===== src/rtl/turn_ctrl.sv =====
// Turn sequencer for a two-tank artillery duel: aim, shell flight, settle pause, game over.
// Optional macro TURN_TIMEOUT_EN adds a flight-duration limit that turns a stuck shell into a miss.
module turn_ctrl #(
    parameter logic [3:0] HP_INIT        = 4'd10,
    parameter logic [3:0] DMG            = 4'd2,
    parameter logic [7:0] SETTLE_FRAMES  = 8'd30,
    parameter logic [7:0] FLIGHT_TIMEOUT = 8'd255
) (
    input  logic       frame_clk,
    input  logic       Reset_n,
    input  logic       fire_btn,
    input  logic       hitA,
    input  logic       hitB,
    input  logic       landedA,
    input  logic       landedB,
    output logic       shootA,
    output logic       shootB,
    output logic       activeTank,
    output logic [3:0] hpA,
    output logic [3:0] hpB,
    output logic       dmg_pulse,
    output logic       game_over,
    output logic       winner
);

    typedef enum logic [1:0] {AIM, FLIGHT, SETTLE, OVER} state_t;

    state_t     state_q, state_d;
    logic       active_q, active_d;
    logic [3:0] hpa_q, hpa_d, hpb_q, hpb_d;
    logic       shoota_q, shoota_d, shootb_q, shootb_d;
    logic       dmg_q, dmg_d;
    logic       over_q, over_d;
    logic       winner_q, winner_d;
    logic [7:0] settle_cnt_q, settle_cnt_d;
    logic       fire_prev_q;

    logic       fire_edge;
    logic       hit_act, land_act;
    logic [3:0] opp_hp, opp_hp_hit;
    logic       flight_timeout;

    assign fire_edge  = fire_btn & ~fire_prev_q;
    assign hit_act    = active_q ? hitB : hitA;
    assign land_act   = active_q ? landedB : landedA;
    assign opp_hp     = active_q ? hpa_q : hpb_q;
    assign opp_hp_hit = (opp_hp > DMG) ? (opp_hp - DMG) : 4'd0;

`ifdef TURN_TIMEOUT_EN
    logic [7:0] flight_cnt_q, flight_cnt_d;

    assign flight_timeout = (flight_cnt_q == FLIGHT_TIMEOUT - 8'd1);

    always_ff @(posedge frame_clk or negedge Reset_n) begin
        if (!Reset_n) flight_cnt_q <= 8'd0;
        else          flight_cnt_q <= flight_cnt_d;
    end

    always_comb begin
        flight_cnt_d = 8'd0;
        if (state_q == FLIGHT) flight_cnt_d = flight_cnt_q + 8'd1;
    end
`else
    logic timeout_unused;
    assign timeout_unused = ^FLIGHT_TIMEOUT;
    assign flight_timeout = 1'b0;
`endif

    // NOTE: every next-state signal gets its default first, so no path can leave one unassigned and infer a latch.
    always_comb begin
        state_d      = state_q;
        active_d     = active_q;
        hpa_d        = hpa_q;
        hpb_d        = hpb_q;
        shoota_d     = shoota_q;
        shootb_d     = shootb_q;
        dmg_d        = 1'b0;
        over_d       = over_q;
        winner_d     = winner_q;
        settle_cnt_d = settle_cnt_q;

        case (state_q)
            AIM: begin
                if (fire_edge) begin
                    state_d  = FLIGHT;
                    shoota_d = ~active_q;
                    shootb_d = active_q;
                end
            end
            FLIGHT: begin
                if (hit_act || land_act || flight_timeout) begin
                    state_d      = SETTLE;
                    shoota_d     = 1'b0;
                    shootb_d     = 1'b0;
                    settle_cnt_d = SETTLE_FRAMES;
                    if (hit_act) begin
                        dmg_d = 1'b1;
                        if (active_q) hpa_d = opp_hp_hit;
                        else          hpb_d = opp_hp_hit;
                    end
                end
            end
            SETTLE: begin
                if (settle_cnt_q <= 8'd1) begin
                    settle_cnt_d = 8'd0;
                    if (opp_hp == 4'd0) begin
                        state_d  = OVER;
                        over_d   = 1'b1;
                        winner_d = active_q;
                    end else begin
                        state_d  = AIM;
                        active_d = ~active_q;
                    end
                end else begin
                    settle_cnt_d = settle_cnt_q - 8'd1;
                end
            end
            OVER: begin
                shoota_d = 1'b0;
                shootb_d = 1'b0;
            end
            default: state_d = AIM;
        endcase
    end

    // NOTE: state registers use non-blocking assignments so all of them update together on the edge.
    always_ff @(posedge frame_clk or negedge Reset_n) begin
        if (!Reset_n) begin
            state_q      <= AIM;
            active_q     <= 1'b0;
            hpa_q        <= HP_INIT;
            hpb_q        <= HP_INIT;
            shoota_q     <= 1'b0;
            shootb_q     <= 1'b0;
            dmg_q        <= 1'b0;
            over_q       <= 1'b0;
            winner_q     <= 1'b0;
            settle_cnt_q <= 8'd0;
            fire_prev_q  <= 1'b1;  // a button held through reset must not fire
        end else begin
            state_q      <= state_d;
            active_q     <= active_d;
            hpa_q        <= hpa_d;
            hpb_q        <= hpb_d;
            shoota_q     <= shoota_d;
            shootb_q     <= shootb_d;
            dmg_q        <= dmg_d;
            over_q       <= over_d;
            winner_q     <= winner_d;
            settle_cnt_q <= settle_cnt_d;
            fire_prev_q  <= fire_btn;
        end
    end

    assign shootA     = shoota_q;
    assign shootB     = shootb_q;
    assign activeTank = active_q;
    assign hpA        = hpa_q;
    assign hpB        = hpb_q;
    assign dmg_pulse  = dmg_q;
    assign game_over  = over_q;
    assign winner     = winner_q;

endmodule


===== config.mk =====
export PLATFORM = sky130hd
export DESIGN_NAME = turn_ctrl
export DESIGN_NICKNAME = d
export VERILOG_FILES = /design/src/rtl/turn_ctrl.sv
export SDC_FILE = /design/constraint.sdc
export NUM_CORES = 1
export LEC_CHECK = 0
export CORE_ASPECT_RATIO = 1.25
export CORE_MARGIN = 1
export CORE_UTILIZATION = 58
export CTS_CLUSTER_SIZE = 28
export DETAILED_ROUTE_END_ITERATION = 7
export PLACE_DENSITY = 0.84
export SYNTH_ARGS = -nofsm -noshare
export SYNTH_HDL_FRONTEND = slang
export SYNTH_SLANG_ARGS = --single-unit

===== constraint.sdc =====
create_clock -name frame_clk -period 3.1 [get_ports frame_clk]
set_clock_uncertainty 0.05 [all_clocks]
set_input_delay 0.465 -clock frame_clk [delete_from_list [all_inputs] [get_ports frame_clk]]
set_output_delay 0.465 -clock frame_clk [all_outputs]
set_load 0.05 [all_outputs]

== After elaboration in Yosys (flattened, before gate mapping) ==
Index checks and enable logic that the tools add are counted.
W data, S select, Z words.
Cells by class
  magnitude comparators: 2
  add/sub/neg operators: 2
  muxes and demuxes: 20
  eq/ne operators: 6
  bitwise operators: 4
  reduce and logical (&&, ||, !) cells: 13
Operator list (count)
  $mux W8: 2
  $pmux W8 S2: 1
  $reduce_and A4 Y1: 3
  $reduce_and A3 Y1: 3
  $le A8 B1 Y1 const B: 1
  $mux W1: 8
  $mux W2: 4
  $mux W4: 2
  $sub A8 B1 Y8 const B: 1
  $ne A2 B2 Y1 const B: 3
  $pmux W1 S3: 2
  $pmux W2 S3: 1
  $reduce_bool A3 Y1: 2
  $eq A2 B2 Y1 const B: 2
  $gt A4 B2 Y1 const B: 1
  $logic_not A4 Y1: 1
  $sub A4 B2 Y4 const B: 1
  $not A1 Y1: 3
  $eq A2 B1 Y1 const B: 1
  $logic_not A2 Y1: 1
  $reduce_and A2 Y1: 1
  $reduce_bool A2 Y1: 1
  $and A1 B1 Y1: 1
  $logic_or A1 B1 Y1: 1
Word-level totals
  register bits: 25
  output and inout bits: 14
  bits of input ports: 7
  logic and storage cells: 58

== Depth between registers and ports, before layout ==
Gate-level depths: netlist of the first run.
  depth in word-level cells: 5
  mapped depth: 8
  mapped depth without buffers: 6

== Worst setup path before layout of the first run ==
Ideal clock, no wire load.
  path kind: register -> register
  from: reg active_q (netlist: activeTank)
  to: reg state_q[1]
  cell stages (with the launch flop): 6
  setup time: 0.121 ns
  data arrival time: 2.018 ns
  period minus slack after synthesis: 2.189 ns
  path slack: 0.911 ns
  buffers on the path: 1
  path through: dfrtp_1 buf_2 or4bb_1 and2_4 and4_2 a22o_2
On the way
  cells in the longest elaborated chain, start to end: 5
  elaborated cells on any way between the ends: 10
  classes of those cells: 1 x eq/ne; 6 x mux; 3 x reduce/logical
Ends and longest elaborated chain
  from (decl): line 29  | logic active_q, active_d;
  from (signal assigned): line 142  | active_q <= active_d;
  $mux W4: line 46  | assign opp_hp = active_q ? hpa_q : hpb_q;
  $logic_not A4 Y1: line 106  | if (opp_hp == 4'd0) begin
  $mux W2: line 106
  $mux W2: line 104  | if (settle_cnt_q <= 8'd1) begin
  $pmux W2 S3: line 82  | case (state_q)
  to (signal assigned): line 141  | state_q <= state_d;
  to (decl): line 28  | state_t state_q, state_d;
Parallel ways exist; a longest one is shown, timed or not. The select of a mux whose other input is x is not followed.
A chain may end at the register's enable or synchronous reset.

== Worst setup path after layout of the first run ==
  from: reg active_q (netlist: activeTank)
  to: out activeTank
RTL lines
  to (decl): line 18  | output logic activeTank,
No word-level cell between the ends.

==> results of run 1 <==
final cells by class:
cell class	instances	area (um2)
Multi-Input combinational cell	107	797.0
Sequential cell	25	631.9
Timing Repair Buffer	21	207.7
Clock inverter	1	5.005
Tap cell	33	41.29
Clock buffer	3	22.52
Inverter	7	26.28
Fill cell	196	695.7
metal layers:
layer / track usage, % / share of wire (%) / vias up
met5: 0 / 0 / -
met4: 9.796 / 0.58 / 0
met3: 1.840 / 2.7 / 2
met2: 43.06 / 54 / 17
met1: 29.32 / 43 / 571
li1: - / - / 580
sequential cells by signal (all words and copies together), names as in the netlist:
signal / flops
fire_prev_q: 1
shootB: 1
settle_cnt_q: 8
winner: 1
activeTank: 1
hpA: 4
shootA: 1
state_q: 2
hpB: 4
game_over: 1
dmg_pulse: 1
cell usage after synthesis (2+ instances only):
cell and n:
a211o_1 3, a21oi_1 5, a22o_1 4, and3_1 3, buf_2 3, dfrtp_1 20, dfstp_2 5, ha_1 7
inv_1 7, mux2i_1 4, nand2_1 10, nand3_1 7, nand3b_1 4, nor2_1 7, nor3_1 6, nor3b_1 3
nor4_1 4, o21ai_0 6, o21bai_1 2, o31ai_1 2
placed cells by master, fill, tap and decap left out, types with 5 or more instances in the layout:
cell type	instances
a21oi_1	5
clkdlybuf4s50_1	20
dfrtp_1	20
dfstp_2	5
ha_1	7
inv_1	7
nand2_1	10
nand3_1	7
nor2_1	7
nor3_1	6
o21ai_0	6
worst paths after layout:
| check | start | to | slack, ns | depth (start not counted) |
|---|---|---|---|---|
| worst min register to register | game_over | game_over | 0.45 | 1 |
| worst max register to register | state_q[1] | settle_cnt_q[0] | 0.89 | 6 |
| worst min-delay path | Reset_n | state_q[1] | 0.44 | 2 |
| worst max-delay path | activeTank | activeTank | 0.57 | 1 |
| min in group frame_clk | game_over | game_over | 0.45 | 1 |
| max in group asynchronous | Reset_n | hpB[1] | 2.27 | 2 |
through the flow:
step | total power (uW) | instances | worst slack [ns]
2_1_floorplan | 990.8 | 143 | 0.9108
3_3_place_gp | 1138 | 193 | 0.8257
3_5_place_dp | 1163 | 193 | 0.7890
4_1_cts | 1313 | 197 | 0.5543
5_1_grt | 1403 | 197 | 0.4686
6_report | 1301 | 197 | 0.5707
cells by family after synthesis:
logic type                 after synthesis  synth area share (%)
AOI/OAI and AO/OA                       33                 17.49
xor gates and xnor gates                 1                0.5943
adders and majority gates                7                 5.942
buffers and inverters                   11                 3.056
DFF                                     25                 42.87
muxes                                    7                 5.263
and+or+nand+nor                         59                 24.79
power groups by stage:
stage          clock (uW)  combinational (uW)  sequential [uW]
2_1_floorplan           0                 428              563
3_3_place_gp            0                 668              470
3_5_place_dp            0                 688              475
4_1_cts               153                 691              470
5_1_grt               163                 758              483
6_report              145                 686              470
==> out/qor.yml, run 1 <==
status: "finished, final reports clean"
cts_resized: 0
cpPeakStageDelay_ns: 0.92
max_freq_mhz: 395.4
async_reset_ff_share_pct: 100.0
die_x_um: 47.09
critPathTopFamily: "buffers and inverters"
clock-root-buffer: "clkbuf_4"
min_period_ns: 2.529
drive_gt1_share_pct: 13.41
period_share_pct: 81.59
comb_power_share_pct: 52.7
syn-instance-count: 143
cp.arrival_ns: 2.01
final_util_pct: 71.34
clk_latency_ns: 0.31
grt_pass1_wl_mm: 4.885
setup_violations: 0
antenna_found_initial: 0
yosysTopAreaCell: "dfrtp_1"
clk_path_buf_depth: 2
critPathKind: "register to output pin"
port_buffers: 20
diodes: 0
drt.antenna.violating_nets: 0
swShare_pct: 44.24
ys.flop_type: "dfrtp_1"
start_kind: "register"
leakagePower_uw: 0.0007220
peakVddDrop_mv: 0.6399
power_density_nw_per_um2: 751.4
avgSynthCellArea_um2: 10.31
rsz0062_at_grt: "false"
end_kind: "output pin"
clk_pin_slew_ns: 0.14
clock-sinks: 25
cts_setup_buffers: 0
slew_viol_final: 0
cts.htree.levels: 1
die-area_um2: 2748
syn_to_final_growth_pct: 17.49
hpwl_mm: 2.194
synthesis.area_um2: 1474
stdcell_area_um2: 1732
worst_hold_path_type: "primary input to async pin"
die_h_um: 58.36
synth_top_area_share_pct: 33.96
dr_total_vias: 1170
wl_mm: 2.920
rows: 20
drc: 0
cp_data_required_time_ns: 2.58
cp_num_buf_inv: 1
synth_edf_count: 0
cap_violations: 0
worst_pin_slew_ns: 0.6369
globalRouteOverflowTotal: 0
vias_per_cell: 5.939
crit_chain: "clkdlybuf4s50_1"
drt_iter0_drc: 40
ys_ff_latch: 25
power_frac_seq_pct: 36.1
critPathSlowestCell: "clkdlybuf4s50_1"
cts_tree: "done"
cts-buffers-inserted: 3
initial_core_util_pct: 60.72
grt_max_degree: 26
finalHoldViolCount: 0
nets: 179
yosysWarningCount: 0
core-area_um2: 2427
path_max_fanout: 19
ioPinCount: 21
whs_ns: 0.4439
power_frac_clock_pct: 11.1
setup_tns_ns: 0
dpl-instance-area_um2: 1704
wire_per_inst_um: 14.82
intPower_uw: 725.5
slew_headroom_pct: 57.54
grt_usage_pct: 24.29
postCtsHoldBufs: 0
synthDistinctLibCells: 51
grt_pass1_vias: 1149
seq_area_frac_synth_pct: 42.87
place.gp.congestion: 0.8570
syn-num-nets: 157
dr.pass1.iters: 4
power_switching_uw: 575.6
synth.area.top_cells: "dfrtp_1 (34%), dfstp_2 (8.9%), ha_1 (5.9%), mux2i_1 (2.7%), nand2_1 (2.5%)"
Note: power is estimated with default switching activity, not from simulation.
==> inputs of run 2 (changes only) <==
- CORE_UTILIZATION: 58 -> 48
- PLACE_DENSITY: 0.84 -> 0.74
- clock period: 3.1 -> 2.1 ns (I/O delays scaled with it)
==> out/qor.yml, run 2 (synthesis results as in run 1) <==
clk_latency_ns: 0.32
worst_pin_slew_ns: 0.4961
grt_max_degree: 26
clock-root-buffer: "clkbuf_4"
ioPinCount: 21
regMostFlops: "settle_cnt_q"
cts.htree.levels: 1
port_buffers: 20
cp_data_required_time_ns: 2.27
die_h_um: 63.96
wl_mm: 3.266
antenna_found_initial: 0
drc: 0
stdcell_area_um2: 1844
die-area_um2: 3298
syn_to_final_growth_pct: 25.13
cp.arrival_ns: 2.19
leakagePower_uw: 0.0007927
end_kind: "register"
setup_violations: 0
cap_violations: 0
start_kind: "register"
critPathKind: "register to register"
grt_usage_pct: 22.43
path_max_fanout: 4
layoutNonFillerInstCount: 215
drt.antenna.violating_nets: 0
drive_gt1_share_pct: 23.46
place.gp.congestion: 0.8492
largest_reg_flops: 8
core-area_um2: 2918
ff_latch_area_um2: 633.1
dr_total_vias: 1232
nets: 194
dpl-instance-area_um2: 1799
slew_viol_final: 0
period_share_pct: 96.17
rows: 22
rsz0062_at_grt: "false"
min_period_ns: 2.020
hpwl_mm: 2.523
cts_tree: "done"
dr.pass1.iters: 4
status: "finished, final reports clean"
cts-buffers-inserted: 3
peakVddDrop_mv: 0.8205
multiInputGateArea_um2: 799.5
max_freq_mhz: 495.1
vias_per_cell: 5.730
grt_pass1_wl_mm: 5.637
diodes: 0
drt_iter0_drc: 33
initial_core_util_pct: 50.51
finalHoldViolCount: 0
slew_headroom_pct: 66.82
globalRouteOverflowTotal: 0
clk_pin_slew_ns: 0.15
postCtsHoldBufs: 0
die_x_um: 51.57
dp_cells: 209
worst_hold_path_type: "primary input to async pin"
layout_common_cells: "dfrtp_1 (19), buf_4 (19), clkdlybuf4s50_1 (15)"
wire_per_inst_um: 15.19
clk_path_buf_depth: 2
power_density_nw_per_um2: 1120
clock-sinks: 25
fill_cells: 267
grt_pass1_vias: 1279
## run 2: cell types whose count changed in the layout (fill, tap and decap cells not counted)
cell | previous run | this run
dlygate4sd2_1 | 0 | 2
clkinvlp_4 | 0 | 1
ha_1 | 7 | 6
clkdlybuf4s50_1 | 20 | 15
clkinv_2 | 1 | 0
ha_2 | 0 | 1
dfrtp_1 | 20 | 19
dfrtp_2 | 0 | 1
buf_4 | 1 | 19
## run 2: report_power, final
| group | total, uW | switching [uW] | internal [uW] |
|---|---|---|---|
| Sequential | 676 | 87.7 | 589 |
| Combinational | 1170 | 670 | 498 |
| Clock | 221 | 149 | 72.7 |
| Total | 2060 | 906 | 1160 |
## run 2: metrics by stage
step                      worst slack (ns)  total power (uW)  hold slack, ns  TNS [ns]  utilization [%]
after CTS                          0.07787              2043          0.2887         0            62.61
after floorplan                    0.05130              1463        -0.03059         0                -
after global placement             0.02701              1788          0.3994         0            61.66
final                              0.08034              2065          0.2859         0            63.21
after detailed placement          -0.03836              1830          0.4234  -0.03836            61.66
after global routing               0.01615              2223          0.3081         0            63.21
## run 2: final cells by class
type	count	share of cell area (%)
flip-flops and latches	25	34.33
clock inverters	1	0.4071
repair buffers	36	16.82
clock buffers	3	1.221
multi-input cells	107	43.35
inverters	7	1.425
well taps	36	2.442
## run 2: critical path: stages (launching register included)
cell and delay (ns):
dfrtp_1 0.44, inv_1 0.10, ha_1 0.19, or4b_4 0.49
and2_4 0.19, and4_2 0.21, a22o_2 0.26
## run 2: repair_timing
action	4_1_cts	5_1_grt
gates resized for setup	2	1
setup endpoints to repair	2	2
pin swaps	0	1
buffers inserted	0	2
## run 2: worst paths after layout
kind / cells past startpoint / slack [ns] / from / end
max: 6 / 0.08 / state_q[1] / state_q[1]
max reg2reg: 6 / 0.08 / state_q[1] / state_q[1]
max in group asynchronous: 2 / 1.41 / Reset_n / fire_prev_q
min reg2reg: 1 / 0.45 / game_over / game_over
min in group frame_clk: 1 / 0.37 / fire_btn / fire_prev_q
min: 2 / 0.29 / Reset_n / settle_cnt_q[3]
## run 2: per-layer routing
metal / part of all wire (%) / vias to the layer above / GRT usage [%]
met2: 52 / 22 / 39.45
met5: 0 / - / 0
li1: - / 606 / -
met3: 2.8 / 6 / 3.095
met4: 1.4 / 0 / 6.419
met1: 44 / 598 / 27.90
